`config.mk`:
```
export PLATFORM = sky130hd
export DESIGN_NAME = mem_march_tester
export DESIGN_NICKNAME = d
export VERILOG_FILES = /design/src/rtl/mem_march_tester.sv
export SDC_FILE = /design/constraint.sdc
export NUM_CORES = 1
export LEC_CHECK = 0
export CORE_ASPECT_RATIO = 1.5
export CORE_UTILIZATION = 45
export CTS_BUF_LIST = sky130_fd_sc_hd__clkbuf_4 sky130_fd_sc_hd__clkbuf_8
export CTS_CLUSTER_SIZE = 16
export DETAILED_ROUTE_END_ITERATION = 8
export MAX_ROUTING_LAYER = met4
export PLACE_DENSITY = 0.76
export SYNTH_ARGS = -nofsm -noshare
export SYNTH_HDL_FRONTEND = slang
export SYNTH_SLANG_ARGS = --single-unit
```
`constraint.sdc`:
```
create_clock -name clk -period 1.7 [get_ports clk]
set_input_delay 0.255 -clock clk [delete_from_list [all_inputs] [get_ports clk]]
set_output_delay 0.255 -clock clk [all_outputs]
set_load 0.1 [all_outputs]
```
`src/rtl/mem_march_tester.sv`:
```
// rtl/mem_march_tester.sv - March C- self-test engine for a small single-port RAM
//
// Runs E0 up W(0) / E1 up R(0),W(1) / E2 down R(1),W(0) / E3 up R(0),
// one RAM operation per clock, and stops at the first read mismatch.
//
// Ports:
//   clk, rst          clock, synchronous active-high reset
//   start             run one pass; only looked at in IDLE or DONE
//   mem_we/addr/din   RAM write enable, address, write data (registered)
//   mem_dout          RAM read data, combinational on mem_addr
//   busy, done, pass  pass in progress / pass finished / no mismatch seen
//   fail_addr/data    address and read data of the first mismatch
//   fail_elem         march element (1..3) of the first mismatch

module mem_march_tester #(
  parameter int ADDR_W = 2,
  parameter int DATA_W = 3
) (
  input  logic              clk,
  input  logic              rst,
  input  logic              start,
  output logic              mem_we,
  output logic [ADDR_W-1:0] mem_addr,
  output logic [DATA_W-1:0] mem_din,
  input  logic [DATA_W-1:0] mem_dout,
  output logic              busy,
  output logic              done,
  output logic              pass,
  output logic [ADDR_W-1:0] fail_addr,
  output logic [DATA_W-1:0] fail_data,
  output logic [1:0]        fail_elem
);

  typedef enum logic [2:0] {S_IDLE, S_E0, S_E1, S_E2, S_E3, S_DONE} state_t;

  localparam logic [ADDR_W-1:0] ADDR_MAX = '1;
  localparam logic [DATA_W-1:0] P0 = '0;
  localparam logic [DATA_W-1:0] P1 = '1;

  state_t            state, nxt_state;
  logic              sub, nxt_sub;       // E1/E2: 0 = READ, 1 = WRITE
  logic [ADDR_W-1:0] nxt_addr;
  logic              rd_cycle, mismatch, finish_ok, accept;
  logic [DATA_W-1:0] exp_data;
  logic [1:0]        elem_idx;

  always_comb begin
    rd_cycle  = ((state == S_E1 || state == S_E2) && !sub) || (state == S_E3);
    exp_data  = (state == S_E2) ? P1 : P0;
    mismatch  = rd_cycle && (mem_dout != exp_data);
    accept    = (state == S_IDLE || state == S_DONE) && start;
    finish_ok = 1'b0;
    nxt_state = state;
    nxt_addr  = mem_addr;
    nxt_sub   = sub;

    case (state)
      S_E1:    elem_idx = 2'd1;
      S_E2:    elem_idx = 2'd2;
      S_E3:    elem_idx = 2'd3;
      default: elem_idx = 2'd0;
    endcase

    case (state)
      S_IDLE, S_DONE: begin
        if (start) nxt_state = S_E0;
      end
      S_E0: begin
        if (mem_addr == ADDR_MAX) begin
          nxt_state = S_E1;
          nxt_addr  = '0;
        end else begin
          nxt_addr = mem_addr + 1'b1;
        end
      end
      S_E1: begin
        if (!sub) begin
          if (mismatch) nxt_state = S_DONE;
          else          nxt_sub   = 1'b1;
        end else begin
          nxt_sub = 1'b0;
          if (mem_addr == ADDR_MAX) begin
            nxt_state = S_E2;    // E2 starts at the top address
          end else begin
            nxt_addr = mem_addr + 1'b1;
          end
        end
      end
      S_E2: begin
        if (!sub) begin
          if (mismatch) nxt_state = S_DONE;
          else          nxt_sub   = 1'b1;
        end else begin
          nxt_sub = 1'b0;
          if (mem_addr == '0) begin
            nxt_state = S_E3;    // address already 0 for the ascending E3
          end else begin
            nxt_addr = mem_addr - 1'b1;
          end
        end
      end
      S_E3: begin
        if (mismatch) begin
          nxt_state = S_DONE;
        end else if (mem_addr == ADDR_MAX) begin
          nxt_state = S_DONE;
          finish_ok = 1'b1;
        end else begin
          nxt_addr = mem_addr + 1'b1;
        end
      end
      default: nxt_state = S_IDLE;
    endcase

    // IDLE/DONE park the RAM port at address 0 with no write.
    if (nxt_state == S_IDLE || nxt_state == S_DONE) begin
      nxt_addr = '0;
      nxt_sub  = 1'b0;
    end
  end

  always_ff @(posedge clk) begin
    if (rst) begin
      state     <= S_IDLE;
      sub       <= 1'b0;
      mem_we    <= 1'b0;
      mem_addr  <= '0;
      mem_din   <= '0;
      busy      <= 1'b0;
      done      <= 1'b0;
      pass      <= 1'b0;
      fail_addr <= '0;
      fail_data <= '0;
      fail_elem <= '0;
    end else begin
      state    <= nxt_state;
      sub      <= nxt_sub;
      mem_addr <= nxt_addr;
      // Port outputs are decoded from the next state so they line up with it.
      mem_we   <= (nxt_state == S_E0) ||
                  ((nxt_state == S_E1 || nxt_state == S_E2) && nxt_sub);
      mem_din  <= (nxt_state == S_E1 && nxt_sub) ? P1 : P0;
      busy     <= (nxt_state == S_E0) || (nxt_state == S_E1) ||
                  (nxt_state == S_E2) || (nxt_state == S_E3);
      done     <= (nxt_state == S_DONE);
      if (accept) begin
        pass      <= 1'b0;
        fail_addr <= '0;
        fail_data <= '0;
        fail_elem <= '0;
      end else if (mismatch) begin
        pass      <= 1'b0;
        fail_addr <= mem_addr;
        fail_data <= mem_dout;
        fail_elem <= elem_idx;
      end else if (finish_ok) begin
        pass <= 1'b1;
      end
    end
  end

endmodule

```
==> flow_summary_export.csv, run 1 <==
group,metric,value,unit
layout,postLayoutCoreUtil,77.53,%
clock_network,numClockSinks,18,
setup_path,cp_cell_sequence,"ha_4 -> mux2_4 -> a32o_2 -> nor3_4 -> xnor2_2 -> a211oi_1",
setup_path,crit_family,"compound AO/OA/AOI/OAI gates",
placement,post-place-cells,159,
pwr,powerDensity,542.7,mW/mm^2
setup_path,crit_buf_inv,0,
placement,place_hpwl,1924,um
pwr,p_clk_share,27.0,%
route,drtPass1Iterations,4,
floorplanning,rows,20,
global_routing,antenna_found_initial,0,
floorplanning,core_area,0.002027,mm^2
min_path,min_path_type,"primary input to flop",
route,wl,2452,um
layout,fin_nets,150,
clock_network,clk_pin_slew,0.11,ns
sta,drv_slew,0,
route,drc,0,
global_routing,grt_overflow,0,
setup_path,cp_slowest_stage_delay,0.39,ns
route,ant_nets,0,
clock_network,cts_buffers,3,
pwr,p_leak,0.6083,nW
clock_network,holdBufCountCts,0,
status,outcome,"finished with violations",
clock_network,htreeDepth,1,
layout,syn2layout_area_growth,63.54,%
global_routing,first_global_vias,891,
sta,finalClockSkew,0.007164,ns
synthesis,synth_seq_cells,18,
setup_path,start_kind,"flop",
setup_path,end_kind,"flop",
clock_network,clk_latency,0.31,ns
clock_network,postCtsSetupBuffers,0,
clock_network,cts_buffer_depth,2,
layout,layout-drive-gt1-share,46.81,%
sta,holdWs,0.3628,ns
setup_path,critical_path_class,"flop to flop",
synthesis,ys.flop_type,"dfxtp_1",
pwr,ir_worst_vdd,0.0004361,V
setup_path,cp_max_fo,4,
floorplanning,start_util,47.41,%
synthesis,syn_area,960.9,um^2
route,vias,913,
global_routing,grt_pass1_wl,3884,um
synthesis,synthArstFlopShare,0,%
status,violations,"setup timing",
synthesis,ys_warn_count,0,
clock_network,root_buffer,"clkbuf_4",
floorplanning,die_h,58.60,um
sta,setup_viol,2,
global_routing,track_usage,25.30,%
synthesis,postSynthAreaPerCell,9.421,um^2
layout,antenna_cells,0,
setup_path,cp_slowest_cell,"dfxtp_4",
global_routing,grt_max_degree,11,
route,avgRoutedWirePerCell,15.04,um
layout,fin_cells,163,
sta,worst_pin_slew,0.3904,ns
sta,rsz0062_at_grt,"yes",
sta,post-route-period-util,101.7,%
route,drtIter0Drc,19,
placement,io_buffers,21,
synthesis,syn-num-nets,110,
synthesis,syn_inst,102,
setup_path,worstPathRequired,1.93,ns
floorplanning,fp.dieW,39.73,um
pwr,seqPwrFrac,51.5,%
sta,fmax,0.5783,GHz
placement,post-place-ws,-0.5389,ns
sta,fin_ws,-0.02934,ns
pwr,p_comb_share,21.5,%
floorplanning,io_pins,22,
setup_path,arrival,1.96,ns
floorplanning,die-area,0.002328,mm^2
synthesis,synth_edf_count,0,
sta,slew-limit-headroom,73.86,%
synthesis,yosysSeqAreaShare,37.50,%
pwr,p_sw_share,29.99,%
pwr,p_int,0.5970,mW
sta,hold_viol,0,
route,via_per_inst,5.601,
flow_run,drv_cap,0,
placement,place_congestion,0.9214,
pwr,netSwitchingPower,0.2558,mW
clock_network,cts_tree,"built",
sta,finalCriticalPeriod,1.729,ns
synthesis,synth_cell_types,42,
stage by stage:
stage               area (um^2)  TNS [ns]  power, mW
finish                     1572  -0.05505     0.8528
floorplan                  1005   -0.7604     0.5547
global route               1572   -0.3358     0.8796
CTS                        1556  -0.07072     0.8521
detailed placement         1519    -7.850     0.6316
global placement           1519    -7.062     0.6284
metal layers:
layer / GRT usage (%) / part of all wire [%] / vias to the layer above
met5: - / 0 / -
met4: 11.82 / 2.6 / 0
met3: 2.264 / 3.5 / 7
met2: 44.50 / 55 / 33
met1: 26.86 / 39 / 429
li1: - / - / 444
cells in the final DEF, fill, tap and decap left out, drive strengths merged, types with 3 or more instances in the layout:
master        n
buf          38
dfxtp        18
nor2         11
a21oi         7
mux2i         6
nand2         5
nor3          5
inv           3
nor2b         3
clkbuf        3
dlygate4sd2   3
xnor2         3
worst reg2reg max path, stage by stage (launching register included):
cell      delay, ns
dfxtp_4        0.39
ha_4           0.16
mux2_4         0.30
a32o_2         0.24
nor3_4         0.17
xnor2_2        0.13
a211oi_1       0.25
registers in the layout (all words and copies together) (netlist names):
register	count
busy	1
done	1
fail_addr	2
fail_data	3
fail_elem	2
mem_addr	2
mem_din	1
mem_we	1
pass	1
state	3
sub	1
power by group through the flow:
stage | clock network, mW | logic [mW] | registers (mW)
CTS | 0.230 | 0.183 | 0.439
finish | 0.230 | 0.184 | 0.439
global route | 0.246 | 0.194 | 0.440
detailed placement | 0 | 0.184 | 0.448
floorplan | 0 | 0.0661 | 0.489
global placement | 0 | 0.181 | 0.448
layout make-up:
type	instances	area, um^2
multi-input cells	73	603.1
repair buffers	43	531.8
fillers	121	455.4
flip-flops and latches	18	371.6
well taps	22	27.53
clock buffers	3	22.52
inverters	3	11.26
clock inverters	1	3.754
synth_stat cells (2+ instances only):
master	number	share of area, %
xnor2_1	3	2.7
nor3_1	4	2.1
nand2_1	5	2.0
or3b_2	2	1.8
nor2_1	11	4.3
inv_1	3	1.2
buf_4	4	3.1
nand3b_1	2	1.6
dfxtp_1	18	38
a21oi_1	7	3.6
nor2b_1	3	2.0
ha_1	2	2.6
a211oi_1	2	1.6
mux2i_1	6	6.3
buf_2	2	1.0
o21bai_1	2	1.6
timing repair:
item / in CTS / in global routing
setup endpoints to repair: 17 / 7
gates resized for setup: 11 / 3
gates cloned: 0 / 0
endpoints found under the hold margin: 0 / 0
pin swaps: 4 / 2
final timing paths:
check	startpoint	endpoint	slack [ns]	cells after the start
worst max-delay path	mem_addr[0]	sub	-0.03	6
worst min-delay path	mem_dout[0]	fail_data[0]	0.36	3
worst max register to register	mem_addr[0]	sub	-0.03	6
worst min register to register	fail_elem[0]	fail_elem[0]	0.55	2
cell families (layout without fill, tap and decap cells):
kind of cell / after synthesis / count (layout) / synth area share (%)
AND/OR/NAND/NOR: 35 / 35 / 20.96
XOR/XNOR: 3 / 3 / 2.735
AO/OA/AOI/OAI: 25 / 25 / 20.96
flip-flops: 18 / 18 / 37.50
adder cells (fa/ha/maj): 2 / 2 / 2.604
buffers and inverters: 11 / 50 / 6.249
multiplexers: 8 / 8 / 8.984
Note: power is estimated with default switching activity, not from simulation.
==> inputs of run 2 (changes only) <==
--- a/config.mk
+++ b/config.mk
@@ -5,13 +5,14 @@
 export SDC_FILE = /design/constraint.sdc
 export NUM_CORES = 1
 export LEC_CHECK = 0
+export CAP_MARGIN = 15
 export CORE_ASPECT_RATIO = 1.5
 export CORE_UTILIZATION = 45
 export CTS_BUF_LIST = sky130_fd_sc_hd__clkbuf_4 sky130_fd_sc_hd__clkbuf_8
 export CTS_CLUSTER_SIZE = 16
 export DETAILED_ROUTE_END_ITERATION = 8
 export MAX_ROUTING_LAYER = met4
-export PLACE_DENSITY = 0.76
+export PLACE_DENSITY = 0.73
 export SYNTH_ARGS = -nofsm -noshare
 export SYNTH_HDL_FRONTEND = slang
 export SYNTH_SLANG_ARGS = --single-unit
==> constraint.sdc (replaced) <==
create_clock -name clk -period 2.2 [get_ports clk]
set_input_delay 0.33 -clock clk [delete_from_list [all_inputs] [get_ports clk]]
set_output_delay 0.33 -clock clk [all_outputs]
set_load 0.1 [all_outputs]
==> flow_summary_export.csv, run 2 (synthesis results as in run 1) <==
group,metric,value,unit
floorplanning,die_h,58.60,um
route,drc,0,
layout,final_common_cell,"buf_4",
route,wl,2079,um
clock_network,root_buffer,"clkbuf_4",
floorplanning,start_util,47.41,%
layout,antenna_cells,0,
layout,final_cell_mix,"buf_4 (25), dfxtp_1 (16), nor2_1 (11), a21oi_1 (7), mux2i_1 (6)",
sta,post-route-period-util,92.86,%
route,drtPass1Iterations,4,
route,vias,836,
sta,finalClockSkew,0.01539,ns
floorplanning,die-area,0.002328,mm^2
min_path,min_path_type,"flop to flop",
setup_path,cp_max_fo,13,
pwr,ir_worst_vdd,0.0003339,V
sta,worst_pin_slew,0.5259,ns
sta,fmax,0.4895,GHz
setup_path,r2r_cells,5,
global_routing,antenna_found_initial,0,
layout,layout-drive-gt1-share,33.59,%
floorplanning,io_pins,22,
sta,rsz0062_at_grt,"no",
route,avgRoutedWirePerCell,13.86,um
floorplanning,core_area,0.002027,mm^2
route,ant_nets,0,
placement,dpl-instance-area,0.001185,mm^2
global_routing,grt_use_met3,2.264,%
setup_path,critical_path_class,"flop to flop",
min_path,hold_start,"fail_data[0]",
global_routing,grt_pass1_wl,3270,um
clock_network,cts_buffers,3,
clock_network,postCtsSetupBuffers,0,
global_routing,track_usage,21.06,%
clock_network,cts_resized,0,
layout,postLayoutCoreUtil,59.94,%
global_routing,first_global_vias,741,
clock_network,holdBufCountCts,0,
setup_path,worstPathRequired,2.43,ns
sta,hold_viol,0,
clock_network,cts_tree,"built",
sta,setup_viol,0,
placement,place_hpwl,1592,um
clock_network,cts_buffer_depth,2,
pwr,total_power,0.6462,mW
sta,drv_slew,0,
layout,top_regs,"fail_data x3, state x3",
layout,multi_input_area,540.5,um^2
flow_run,drv_cap,0,
global_routing,grt_overflow,0,
pwr,powerDensity,531.9,mW/mm^2
setup_path,start_kind,"flop",
sta,finalCriticalPeriod,2.043,ns
placement,io_buffers,21,
global_routing,grt_max_degree,14,
layout,finalInstanceArea,0.001215,mm^2
layout,n_fill_cell,186,
global_routing,use_met1,22.14,%
floorplanning,fp.dieW,39.73,um
status,outcome,"complete, no violations",
sta,slew-limit-headroom,64.86,%
clock_network,numClockSinks,18,
layout,syn2layout_area_growth,26.43,%
route,via_per_inst,5.573,
route,drtIter0Drc,24,
setup_path,r2r-end,"mem_addr[0]",
clock_network,clk_latency,0.32,ns
sta,timing.setup.tns,0,ns
setup_path,reg2reg_from,"state[1]",
layout,fin_nets,137,
min_path,hold_end,"fail_data[0]",
min_path,hold_depth,2,
global_routing,gr-max-usage-layer,"met2",
floorplanning,rows,20,
layout,regArea,367.9,um^2
global_routing,grt_use_met2,34.89,%
setup_path,reg2reg_slack,0.16,ns
pwr,p_leak,0.4733,nW
clock_network,htreeDepth,1,
setup_path,arrival,2.27,ns
sta,holdWs,0.5104,ns
placement,place_congestion,0.9323,
clock_network,clk_pin_slew,0.11,ns
setup_path,end_kind,"flop",
## run 2: cell count changes in the layout (fill, tap and decap cells not counted), moves of 3 or more
cell	delta
dlygate4sd2_1	-3
clkdlybuf4s50_1	+3
buf_4	+3
buf_12	-16
dfxtp_2	-3
dfxtp_1	+3
## run 2: where the power goes
group	switching (mW)	leakage (nW)	total (mW)	internal, mW
Combinational	0.0725	0.307	0.118	0.0455
Sequential	0.00571	0.147	0.336	0.331
Clock	0.108	0.0184	0.192	0.0833
Total	0.187	0.473	0.646	0.459
## run 2: how the worst max path moves through the flow
stage	start	endpoint	depth (start not counted)
2_1_floorplan	mem_addr[1]	mem_addr[0]	6
3_3_place_gp	mem_dout[0]	mem_addr[0]	6
3_5_place_dp	mem_dout[0]	mem_addr[0]	6
4_1_cts	state[1]	mem_addr[0]	5
5_1_grt	state[1]	mem_addr[0]	5
6_report	state[1]	mem_addr[0]	5
## run 2: metal layers
| layer | vias up | wire length [um] |
|---|---|---|
| li1 | 423 | - |
| met1 | 385 | 857 |
| met2 | 21 | 1077 |
| met3 | 7 | 61 |
| met4 | 0 | 82 |
| met5 | - | 0 |
## run 2: final cells by class
type	count	share of cell area (%)
Sequential cell	18	30.28
Timing Repair Buffer	30	19.57
Multi-Input combinational cell	73	44.49
Tap cell	22	2.266
Inverter	3	0.9269
Clock buffer	4	2.472
## run 2: critical path, cell delays in order (launching register included)
cell      delay [ns]
dfxtp_1         0.55
nand3b_1        0.25
mux2_4          0.39
a221oi_4        0.29
xnor2_1         0.18
a221oi_2        0.30
## run 2: stage by stage
step                setup slack, ns  cells
CTS                          0.1564    150
finish                       0.1571    150
global route               0.005145    150
global placement           -0.08274    146
floorplan                    0.1332    102
detailed placement          -0.1266    146
==> inputs of run 3 (changes only) <==
--- a/config.mk
+++ b/config.mk
@@ -13,6 +13,7 @@
 export DETAILED_ROUTE_END_ITERATION = 8
 export MAX_ROUTING_LAYER = met4
 export PLACE_DENSITY = 0.73
+export SLEW_MARGIN = 20
 export SYNTH_ARGS = -nofsm -noshare
 export SYNTH_HDL_FRONTEND = slang
 export SYNTH_SLANG_ARGS = --single-unit
==> results of run 3 <==
No change in the layout: final DEF, timing and power equal those of run 2.
